## src/rtl/serial_pkg.sv

```systemverilog
// Shared definitions for the serial adder datapath: the operand serializer,
// the Moore serial adder and the sum collector all agree on these.
package serial_pkg;

  // Default operand width, shared by all blocks of the serial adder chain.
  localparam int SERIAL_WIDTH = 8;

  // Serializer control states.
  typedef enum logic [0:0] {
    S_IDLE  = 1'b0,
    S_SHIFT = 1'b1
  } ser_state_e;

endpackage

```

## src/rtl/piso_reg.sv

```systemverilog
// Parallel-in / serial-out register. Loads a WIDTH-bit word in parallel and
// shifts it right (zero fill) so the word leaves LSB first on lsb_o.
//   clk     : clock, rising edge
//   rst     : asynchronous active-low reset, clears the register
//   load_i  : load din_i this cycle (has priority over shift_i)
//   shift_i : shift right by one this cycle
//   din_i   : parallel word
//   lsb_o   : current bit 0 of the register
module piso_reg #(
  parameter int WIDTH = 8
) (
  input  logic             clk,
  input  logic             rst,
  input  logic             load_i,
  input  logic             shift_i,
  input  logic [WIDTH-1:0] din_i,
  output logic             lsb_o
);

  logic [WIDTH-1:0] sr_q, sr_d;

  always_comb begin
    sr_d = sr_q;
    if (load_i) begin
      sr_d = din_i;
    end else if (shift_i) begin
      sr_d = {1'b0, sr_q[WIDTH-1:1]};
    end
  end

  always_ff @(posedge clk or negedge rst) begin
    if (!rst) begin
      sr_q <= '0;
    end else begin
      sr_q <= sr_d;
    end
  end

  assign lsb_o = sr_q[0];

endmodule

```

## src/rtl/operand_serializer.sv

```systemverilog
// Operand serializer: accepts two parallel WIDTH-bit operands over a
// valid/ready handshake and streams them LSB first, one bit pair per clock,
// to the Moore serial adder. Consecutive words stream without a bubble.
//   clk       : clock, rising edge
//   rst       : asynchronous active-low reset
//   in_valid  : operand pair on a_word/b_word is valid
//   in_ready  : block accepts an operand pair this cycle
//   a_word    : operand A, parallel
//   b_word    : operand B, parallel
//   a, b      : serial operand bits to the adder
//   bit_valid : a/b carry a real operand bit
//   first_bit : current bit is the LSB of a word
//   last_bit  : current bit is the MSB of a word
module operand_serializer
  import serial_pkg::*;
#(
  parameter int WIDTH = SERIAL_WIDTH
) (
  input  logic             clk,
  input  logic             rst,
  input  logic             in_valid,
  output logic             in_ready,
  input  logic [WIDTH-1:0] a_word,
  input  logic [WIDTH-1:0] b_word,
  output logic             a,
  output logic             b,
  output logic             bit_valid,
  output logic             first_bit,
  output logic             last_bit
);

  localparam int CNT_W = $clog2(WIDTH);
  localparam logic [CNT_W-1:0] CNT_LAST = CNT_W'(WIDTH - 1);

  ser_state_e       state_q, state_d;
  logic [CNT_W-1:0] cnt_q, cnt_d;
  logic             load, shift;
  logic             at_last;
  logic             shifting;
  logic             sr_a_lsb, sr_b_lsb;

  assign shifting = (state_q == S_SHIFT);
  assign at_last  = shifting && (cnt_q == CNT_LAST);

  // Ready depends only on registered state so the source sees no loop
  // through in_valid; the last bit slot doubles as the accept slot.
  assign in_ready = !shifting || at_last;

  always_comb begin
    state_d = state_q;
    cnt_d   = cnt_q;
    load    = 1'b0;
    shift   = 1'b0;
    if (in_valid && in_ready) begin
      load    = 1'b1;
      cnt_d   = '0;
      state_d = S_SHIFT;
    end else if (at_last) begin
      cnt_d   = '0;
      state_d = S_IDLE;
    end else if (shifting) begin
      shift   = 1'b1;
      // Explicit reload above keeps non-power-of-two widths correct.
      cnt_d   = cnt_q + CNT_W'(1);
    end
  end

  always_ff @(posedge clk or negedge rst) begin
    if (!rst) begin
      state_q <= S_IDLE;
      cnt_q   <= '0;
    end else begin
      state_q <= state_d;
      cnt_q   <= cnt_d;
    end
  end

  piso_reg #(.WIDTH(WIDTH)) u_sr_a (
    .clk     (clk),
    .rst     (rst),
    .load_i  (load),
    .shift_i (shift),
    .din_i   (a_word),
    .lsb_o   (sr_a_lsb)
  );

  piso_reg #(.WIDTH(WIDTH)) u_sr_b (
    .clk     (clk),
    .rst     (rst),
    .load_i  (load),
    .shift_i (shift),
    .din_i   (b_word),
    .lsb_o   (sr_b_lsb)
  );

  // Outputs are gated by state so the lines idle at zero between words.
  assign a         = shifting && sr_a_lsb;
  assign b         = shifting && sr_b_lsb;
  assign bit_valid = shifting;
  assign first_bit = shifting && (cnt_q == '0);
  assign last_bit  = at_last;

endmodule

```

## config.mk

```make
export PLATFORM = sky130hd
export DESIGN_NAME = operand_serializer
export DESIGN_NICKNAME = d
export VERILOG_FILES = /design/src/rtl/serial_pkg.sv /design/src/rtl/piso_reg.sv /design/src/rtl/operand_serializer.sv
export SDC_FILE = /design/constraint.sdc
export NUM_CORES = 1
export LEC_CHECK = 0
export BUFFER_PORTS_ARGS = -buffer_cell sky130_fd_sc_hd__clkbuf_2
export CORE_UTILIZATION = 47
export DETAILED_ROUTE_END_ITERATION = 12
export PLACE_DENSITY = 0.74
export SETUP_SLACK_MARGIN = 0.2
export SYNTH_ARGS = -nofsm -noshare
export SYNTH_HDL_FRONTEND = slang
export SYNTH_SLANG_ARGS = --single-unit
```

## constraint.sdc

```tcl
create_clock -name clk -period 1.6 [get_ports clk]
set_input_delay 0.16 -clock clk [delete_from_list [all_inputs] [get_ports clk]]
set_output_delay 0.16 -clock clk [all_outputs]
set_load 0.01 [all_outputs]
```

==> out/results.ini <==
[synth]
yosys_warnings=0
synthFlopType=dfrtp_1
synth_seq_cells=20
async_flop_share=1.00
ys_seq_area_frac=0.466
synth_area_mm2=0.00107
syn_area_per_cell_um2=14.7
synth_cell_types=17
synth_cells=73
synth_edf_count=0
synth_nets=95

[final_layout]
antenna_cells=0
fillers=168
layout-drive-gt1-share=0.657
nets=129
area_growth_pct=24.0

[timing]
slew_headroom=0.673
setup_slack_ns=-0.0515
hold_viol=0
setup_violations=15
drv_slew=0
grt_setup_unrepaired=yes
whs_ns=0.109
min_period_ns=1.65
period_share=1.03
tns_ns=-0.415
fin_skew_ns=0.00531
worst_pin_slew_ns=0.491
fmax_ghz=0.606

[route]
drt_wl_total_mm=1.83
vias=651
drc=0
wl_per_cell_um=13.8
drtIter0Drc=6
ant_nets=0
dr.pass1.iters=4
vias_per_cell=4.93

[worst_setup_path]
reg2reg_depth=6
crit_path_top_delay_cell=dfrtp_1
required_ns=1.44
crit_type=register to primary output
path_cells=ha_2 > ha_4 > and2b_4 > inv_8 > buf_6
path_max_fanout=3
r2r_setup_slack_ns=-0.04
arrival_ns=1.49
cp-start-kind=register
path_buf_inv=2
r2r-start=cnt_q[0]$_DFFE_PN0P_
critical-path-top-delay-family=flip-flops
timing.rr.end=u_sr_b.sr_q[2]$_DFFE_PN0P_
max_stage_delay_ns=0.41
endpoint_kind=primary output

[power_and_ir_drop]
leakage_uw=0.000678
ir_worst_vdd_uv=955
p_total_uw=2160
power_density_mw_per_mm2=1630

[global_route]
overflow=0
antenna_found_initial=0
grt_max_degree=21
use_met1=0.206
grt_usage=0.171
first_global_vias=720
grt.busiest_layer=met2
grt_pass1_wl_mm=3.08
grt_use_met3=0.0278
use_met2=0.300

[hold_path]
hp-start=a_word[7]
min_path_type=input pin to register
min_path_cells=3
min_to=u_sr_a.sr_q[7]$_DFFE_PN0P_

[clocking]
cts_root_buf=clkbuf_4
worstSkewPairLatency_ns=0.29
cts.sinks=20
cts_made_buffers=3
clk_path_buf_depth=2
tritoncts=built
cts_max_level=1
clkTransAtPathRegs_ns=0.11

[die]
chipHeight_um=49.8
dieWidth_um=49.8
coreArea_mm2=0.00206
io_pins=25
initial_core_util=0.521
rows=16
die_area_mm2=0.00248

[place]
io_buffers=24
dp_slack_ns=0.0119
gp_congestion=0.742
hpwl_mm=1.22

[run]
max_cap_viol_count=0

[run_status]
violations=negative setup slack
status=finished, violations left

power by group:
part | total (µW) | leakage (µW) | switching [µW] | internal [µW]
sequential | 817 | 0.000259 | 121 | 696
clock | 233 | 0.0000138 | 146 | 87.6
combinational | 1110 | 0.000405 | 403 | 710
flip-flops by register name, indices dropped and copies added, names as in the netlist:
register / cells
u_sr_a.sr_q: 8
u_sr_b.sr_q: 8
cnt_q: 3
bit_valid: 1
per-layer routing:
metal,share of wire,vias to the layer above
met2,0.48,19
met4,0.0071,0
met5,0,-
li1,-,319
met3,0.041,2
met1,0.47,311
timing repair:
item / in CTS / in global routing
hold buffers: 1 / 0
pin swaps: 0 / 4
endpoints found under the setup margin: 17 / 20
setup buffers: 2 / 3
gates resized for setup: 2 / 11
endpoints found under the hold margin: 20 / 0
tightest hold or removal path: stages:
cell	delay (ns)
clkbuf_2	0.08
mux2i_1	0.06
nor2_1	0.08
through the flow:
step,area [µm²],std cells,util
final,1330,132,0.646
after global routing,1330,132,0.646
after CTS,1280,129,0.619
after detailed placement,1210,123,0.587
after global placement,1210,123,0.587
after floorplan,1090,73,-
cells in the final DEF, fill, tap and decap left out:
| cell | count |
|---|---|
| clkbuf_4 | 3 |
| buf_4 | 4 |
| buf_2 | 2 |
| a32o_1 | 1 |
| and2b_4 | 1 |
| inv_4 | 1 |
| nand2_1 | 1 |
| and2_1 | 3 |
| a22o_1 | 1 |
| nand2b_1 | 1 |
| inv_1 | 2 |
| ha_4 | 2 |
| mux2_2 | 14 |
| mux2i_1 | 2 |
| nor2_1 | 4 |
| ha_2 | 1 |
| mux2_4 | 15 |
| inv_8 | 1 |
| clkbuf_2 | 21 |
| buf_12 | 1 |
| dfrtp_1 | 20 |
| dlygate4sd3_1 | 1 |
| buf_6 | 3 |
logic make-up (layout without fill, tap and decap cells):
logic type | Yosys count | in the layout | share of synthesized area
AO/OA/AOI/OAI | 2 | 2 | 0.0175
adder cells (fa/ha/maj) | 3 | 3 | 0.0350
buffers and inverters | 7 | 39 | 0.0594
flip-flops | 20 | 20 | 0.466
multiplexers | 31 | 31 | 0.372
AND/OR/NAND/NOR | 10 | 10 | 0.0501
cell usage after synthesis, types with 2 or more instances:
cell	count	area, µm²
dfrtp_1	20	500
mux2_2	15	169
mux2_4	14	210
nor2_1	4	15.0
and2_1	3	18.8
ha_1	3	37.5
inv_1	3	11.3
mux2i_1	2	20.0
area by class of cell:
type,count,area (µm²),area share
Sequential cell,20,500,0.376
Timing Repair Buffer,32,209,0.157
Clock buffer,3,22.5,0.0169
Inverter,4,25.0,0.0188
Multi-Input combinational cell,46,541,0.406
Tap cell,27,33.8,0.0254
how the worst max path moves through the flow:
stage                              start                    endpoint  depth (start not counted)
floorplan           cnt_q[1]$_DFFE_PN0P_  u_sr_a.sr_q[6]$_DFFE_PN0P_                          6
global placement    cnt_q[1]$_DFFE_PN0P_  u_sr_b.sr_q[3]$_DFFE_PN0P_                          5
detailed placement  cnt_q[1]$_DFFE_PN0P_  u_sr_a.sr_q[0]$_DFFE_PN0P_                          5
CTS                 cnt_q[1]$_DFFE_PN0P_                    in_ready                          5
global route        cnt_q[0]$_DFFE_PN0P_                    in_ready                          5
finish              cnt_q[0]$_DFFE_PN0P_                    in_ready                          5
Power figures use the tool's default switching activity.
